### src/rtl/codec_vol_scheduler.sv
// codec_vol_scheduler: runtime headphone volume/mute control for the audio codec.
// Keeps a saturating volume register and a mute flag, and pushes every change
// out as a left (reg 0x04) then right (reg 0x06) write through the shared I2C
// controller GO/END/ACK handshake, retrying NACKed words a bounded number of times.
module codec_vol_scheduler #(
   parameter logic [7:0] SLAVE_ADDR  = 8'h34,
   parameter logic [6:0] VOL_DEFAULT = 7'd121,
   parameter logic [6:0] VOL_MIN     = 7'd48,
   parameter logic [6:0] VOL_MAX     = 7'd127,
   parameter logic [6:0] VOL_STEP    = 7'd3,
   parameter logic       ZC_EN       = 1'b1,
   parameter logic [1:0] MAX_RETRY   = 2'd3
) (
   input  logic        iCLK,
   input  logic        iRST_N,
   input  logic        iTICK,
   input  logic        iCFG_DONE,
   input  logic        iVOL_UP,
   input  logic        iVOL_DN,
   input  logic        iMUTE,
   output logic [23:0] oI2C_DATA,
   output logic        oI2C_GO,
   input  logic        iI2C_END,
   input  logic        iI2C_ACK,
   output logic [6:0]  oVOL,
   output logic        oMUTED,
   output logic        oBUSY,
   output logic        oERR
);

   typedef enum logic [2:0] {
      S_IDLE,
      S_SEND_L,
      S_WAIT_L,
      S_GAP_L,
      S_SEND_R,
      S_WAIT_R,
      S_GAP_R
   } state_t;

   state_t      r_state;
   logic [6:0]  r_vol;
   logic        r_muted;
   logic        r_pending;
   logic [6:0]  r_snapVol;
   logic        r_snapMute;
   logic        r_redo;
   logic [1:0]  r_retry;
   logic [23:0] r_data;
   logic        r_go;
   logic        r_busy;
   logic        r_err;

   logic        w_upOnly;
   logic        w_dnOnly;
   logic [7:0]  w_sum;
   logic [7:0]  w_diff;
   logic [7:0]  w_floorLim;
   logic [6:0]  w_upVol;
   logic [6:0]  w_dnVol;
   logic [6:0]  w_nextVol;
   logic        w_change;
   logic [6:0]  w_wval;
   logic [7:0]  w_dataByte;

   // Saturating step arithmetic is done one bit wider so neither end can wrap
   assign w_upOnly   = iVOL_UP & ~iVOL_DN;
   assign w_dnOnly   = iVOL_DN & ~iVOL_UP;
   assign w_sum      = {1'b0, r_vol} + {1'b0, VOL_STEP};
   assign w_diff     = {1'b0, r_vol} - {1'b0, VOL_STEP};
   assign w_floorLim = {1'b0, VOL_MIN} + {1'b0, VOL_STEP};
   assign w_upVol    = (w_sum > {1'b0, VOL_MAX}) ? VOL_MAX : w_sum[6:0];
   assign w_dnVol    = ({1'b0, r_vol} < w_floorLim) ? VOL_MIN : w_diff[6:0];
   assign w_nextVol  = w_upOnly ? w_upVol : (w_dnOnly ? w_dnVol : r_vol);
   assign w_change   = (w_nextVol != r_vol) | iMUTE;

   // The word on the bus always comes from the snapshot, never the live setting
   assign w_wval     = r_snapMute ? 7'd0 : r_snapVol;
   assign w_dataByte = {ZC_EN, w_wval};

   // Live volume/mute follow the request pulses every clock, independent of the tick
   always_ff @(posedge iCLK or negedge iRST_N) begin
      if (!iRST_N) begin
         r_vol   <= VOL_DEFAULT;
         r_muted <= 1'b0;
      end else begin
         r_vol   <= w_nextVol;
         r_muted <= r_muted ^ iMUTE;
      end
   end

   // Tick-paced write sequencer; a fresh change always wins over the start-of-sequence clear of pending
   always_ff @(posedge iCLK or negedge iRST_N) begin
      if (!iRST_N) begin
         r_state    <= S_IDLE;
         r_pending  <= 1'b0;
         r_snapVol  <= VOL_DEFAULT;
         r_snapMute <= 1'b0;
         r_redo     <= 1'b0;
         r_retry    <= 2'd0;
         r_data     <= 24'd0;
         r_go       <= 1'b0;
         r_busy     <= 1'b0;
         r_err      <= 1'b0;
      end else begin
         if (iTICK) begin
            case (r_state)
               S_IDLE: begin
                  if (iCFG_DONE && r_pending) begin
                     r_snapVol  <= r_vol;
                     r_snapMute <= r_muted;
                     r_pending  <= 1'b0;
                     r_busy     <= 1'b1;
                     r_state    <= S_SEND_L;
                  end
               end
               S_SEND_L: begin
                  r_data  <= {SLAVE_ADDR, 8'h04, w_dataByte};
                  r_go    <= 1'b1;
                  r_state <= S_WAIT_L;
               end
               S_SEND_R: begin
                  r_data  <= {SLAVE_ADDR, 8'h06, w_dataByte};
                  r_go    <= 1'b1;
                  r_state <= S_WAIT_R;
               end
               S_WAIT_L, S_WAIT_R: begin
                  if (iI2C_END) begin
                     r_go <= 1'b0;
                     if (!iI2C_ACK) begin
                        r_retry <= 2'd0;
                        r_state <= (r_state == S_WAIT_L) ? S_GAP_L : S_GAP_R;
                     end else if (r_retry < MAX_RETRY) begin
                        r_retry <= r_retry + 2'd1;
                        r_redo  <= 1'b1;
                        r_state <= (r_state == S_WAIT_L) ? S_GAP_L : S_GAP_R;
                     end else begin
                        r_err   <= 1'b1;
                        r_retry <= 2'd0;
                        r_busy  <= 1'b0;
                        r_state <= S_IDLE;
                     end
                  end
               end
               S_GAP_L: begin
                  r_redo  <= 1'b0;
                  r_state <= r_redo ? S_SEND_L : S_SEND_R;
               end
               S_GAP_R: begin
                  r_redo <= 1'b0;
                  if (r_redo) begin
                     r_state <= S_SEND_R;
                  end else begin
                     r_err   <= 1'b0;
                     r_busy  <= 1'b0;
                     r_state <= S_IDLE;
                  end
               end
               default: r_state <= S_IDLE;
            endcase
         end
         if (w_change) begin
            r_pending <= 1'b1;
         end
      end
   end

   assign oI2C_DATA = r_data;
   assign oI2C_GO   = r_go;
   assign oVOL      = r_vol;
   assign oMUTED    = r_muted;
   assign oBUSY     = r_busy;
   assign oERR      = r_err;

endmodule

### config.mk
export PLATFORM = sky130hd
export DESIGN_NAME = codec_vol_scheduler
export DESIGN_NICKNAME = d
export VERILOG_FILES = /design/src/rtl/codec_vol_scheduler.sv
export SDC_FILE = /design/constraint.sdc
export NUM_CORES = 1
export LEC_CHECK = 0
export ABC_CLOCK_PERIOD_IN_PS = 5400
export CAP_MARGIN = 10
export CORE_UTILIZATION = 30
export CTS_CLUSTER_DIAMETER = 60
export CTS_CLUSTER_SIZE = 16
export DETAILED_ROUTE_END_ITERATION = 16
export SLEW_MARGIN = 20
export SYNTH_ARGS = -nofsm -noshare
export SYNTH_HDL_FRONTEND = slang
export SYNTH_SLANG_ARGS = --single-unit
### constraint.sdc
create_clock -name iCLK -period 5.4 [get_ports iCLK]
set_input_delay 0.54 -clock iCLK [delete_from_list [all_inputs] [get_ports iCLK]]
set_output_delay 0.54 -clock iCLK [all_outputs]
set_load 0.02 [all_outputs]
==> qor.yml <==
placed_design:
  gp_congestion: 0.8011
  dp_hpwl_mm: 3.242
  post_dp_cell_area_sq_um: 2469
  io_buffers: 32
detailed_routing:
  drc_errors: 0
  ant_nets: 0
  totalWireLength_mm: 4.625
  wire_per_inst_um: 13.18
  num_vias: 1713
  viasPerCell: 4.880
  dr.pass1.iters: 4
  first_iter_violations: 82
global_route:
  grt.total_usage: 0.1368
  antenna_found_initial: 0
  overflow: 0
  grt_max_degree: 36
  grt_pass1_wl_mm: 7.976
  grt_pass1_vias: 1661
die:
  die_w_um: 86.75
  die_area_sq_um: 7525
  dieHeight_um: 86.75
  initial_core_util: 0.3137
  ios: 44
  core_area_sq_um: 6869
  num_rows: 30
setup_path:
  required_ns: 5.61
  ff2ff_path_depth: 6
  worstPathArrival_ns: 2.47
  criticalPathCategory: "in -> reg"
  regToRegSetupSlack_ns: 3.41
  crit_fanout: 14
  reg2reg_from: "oVOL[0]"
  r2r_end: "r_pending"
  crit_path_start_kind: "input port"
  crit_start: "iVOL_DN"
  worst_setup_path_end_kind: "register"
sta:
  finalCritPeriodShare: 0.4184
  setup_viol: 0
  timing.fmax_mhz: 442.6
  slew_violations: 0
  hold_viol: 0
  tns_ns: 0
  period_needed_ns: 2.259
  skew_ns: 0.006628
  worstMarginPinSlew_ns: 0.5241
  relSlewSlack: 0.6506
  rsz0062_at_grt: "no"
yosys:
  netlist.area_leader.share: 0.2904
  ys_seq_elements: 35
  synth_edf_count: 0
  synthTopCellsByCount: "nand2_1, dfrtp_1, buf_4"
  synthFlopType: "dfrtp_1"
  synth_area_sq_um: 2155
  ys_warn_count: 0
  yosysMostFrequentCell: "nand2_1"
  postSynthAreaPerCell_sq_um: 9.368
  synth_cell_types: 57
  yosysSeqAreaShare: 0.4123
  synthArstFlopShare: 1.000
  synthCells: 230
  synth_top_cells_by_area: "dfrtp_1, dfstp_2, buf_4"
  yosys.area.top_type: "dfrtp_1"
min_path:
  worstHoldPathCells: 2
  worstHoldPathType: "reg -> reg"
  hold_path_end: "oI2C_DATA[4]"
  hp-start: "oI2C_DATA[4]"
cts:
  htreeDepth: 2
  clock-sinks: 35
  hold_buffers: 0
  cts_inserted_buffers: 5
  cts_tree: "done"
  cts.repair.resized: 0
  clkLatencyLatePin_ns: 0.28
  clk_pin_slew_ns: 0.07
  cts_setup_buffers: 0
  clock_path_buffers: 2
  clock-root-buffer: "clkbuf_8"
finish:
  nNetsFinal: 266
  syn_to_final_growth_pct: 19.40
  layout-drive-gt1-share: 0.1569
  antennaDiodeCount: 0
  fin_area_sq_um: 2572
power:
  powerDensity_nw_per_um2: 541.2
  cellLeakagePower_nw: 1.071
  ir_drop_v: 0.0002295
status:
  status: "completed"
run:
  cap_violations: 0
[layout by cell type (no fill, tap or decap), drive strengths merged, types with 4 or more instances in the layout]
| cell | Yosys | final |
|---|---|---|
| a21oi | 10 | 10 |
| a31oi | 4 | 4 |
| clkbuf | 3 | 7 |
| clkdlybuf4s50 | 0 | 32 |
| conb | 1 | 11 |
| dfrtp | 25 | 25 |
| dfstp | 10 | 10 |
| inv | 9 | 9 |
| mux2 | 9 | 9 |
| nand2 | 28 | 28 |
| nand3 | 4 | 4 |
| nand3b | 9 | 9 |
| nor2 | 14 | 14 |
| nor2b | 4 | 4 |
| o21ai | 20 | 20 |
[sequential cells by signal (all words and copies together), names as in the netlist, 2 cells and up]
register and flops:
r_snapVol 7, oVOL 7, r_retry 2, oI2C_DATA 9, r_state 3
[cells by family (layout without fill, tap and decap cells)]
logic type               count (synthesis)  count (layout)  synth area share
AO/OA/AOI/OAI                           64              64            0.2102
AND/OR/NAND/NOR                         77              77            0.1905
other                                    1              11          0.001740
XOR/XNOR                                 4               4           0.01626
multiplexers                            11              11           0.05633
adder cells (fa/ha/maj)                  3               3           0.01742
buffers and inverters                   35              50           0.09523
flip-flops                              35              35            0.4123
[worst max-delay path: stages]
cell	delay, ns
clkdlybuf4s50_1	0.75
nor2b_4	0.32
o21ai_2	0.09
or4_1	0.42
and3b_1	0.21
o211ai_2	0.13
[stage by stage]
step           worst slack, ns  instances  power [mW]  utilization  hold slack, ns
2_1_floorplan            3.608        240      0.9767            -          0.2444
3_3_place_gp             2.899        343       1.176       0.3594          0.4600
3_5_place_dp             2.853        343       1.185       0.3594          0.4555
4_1_cts                  3.157        351       1.406       0.3745          0.4721
5_1_grt                  3.008        351       1.505       0.3745          0.5133
6_report                 3.141        351       1.392       0.3745          0.4682
[report_power, final]
part	internal (mW)	leakage, nW	switching [mW]	total, mW
Sequential	0.392	0.408	0.166	0.558
Combinational	0.298	0.612	0.324	0.622
Clock	0.116	0.0505	0.0958	0.212
Total	0.807	1.07	0.585	1.39
[how the worst max path moves through the flow]
stage | cells after the start | to | slack [ns]
finish | 6 | r_pending | 3.14
CTS | 1 | oVOL[2] | 3.16
global route | 6 | r_pending | 3.01
floorplan | 6 | r_pending | 3.61
detailed placement | 6 | r_pending | 2.85
global placement | 6 | r_pending | 2.90
[layer usage]
metal	global-route usage	part of all wire
met4	0.03636	0.0048
met5	0	0
met2	0.2215	0.47
met1	0.1779	0.48
met3	0.04095	0.048
[layout make-up]
| type | instances | area (sq um) |
|---|---|---|
| Tap cell | 96 | 120.1 |
| Sequential cell | 35 | 888.4 |
| Timing Repair Buffer | 33 | 327.8 |
| Fill cell | 702 | 4297 |
| Clock inverter | 1 | 7.507 |
| Multi-Input combinational cell | 170 | 1099 |
| Inverter | 9 | 33.78 |
| Clock buffer | 7 | 96.34 |
Note: power is estimated with default switching activity, not from simulation.
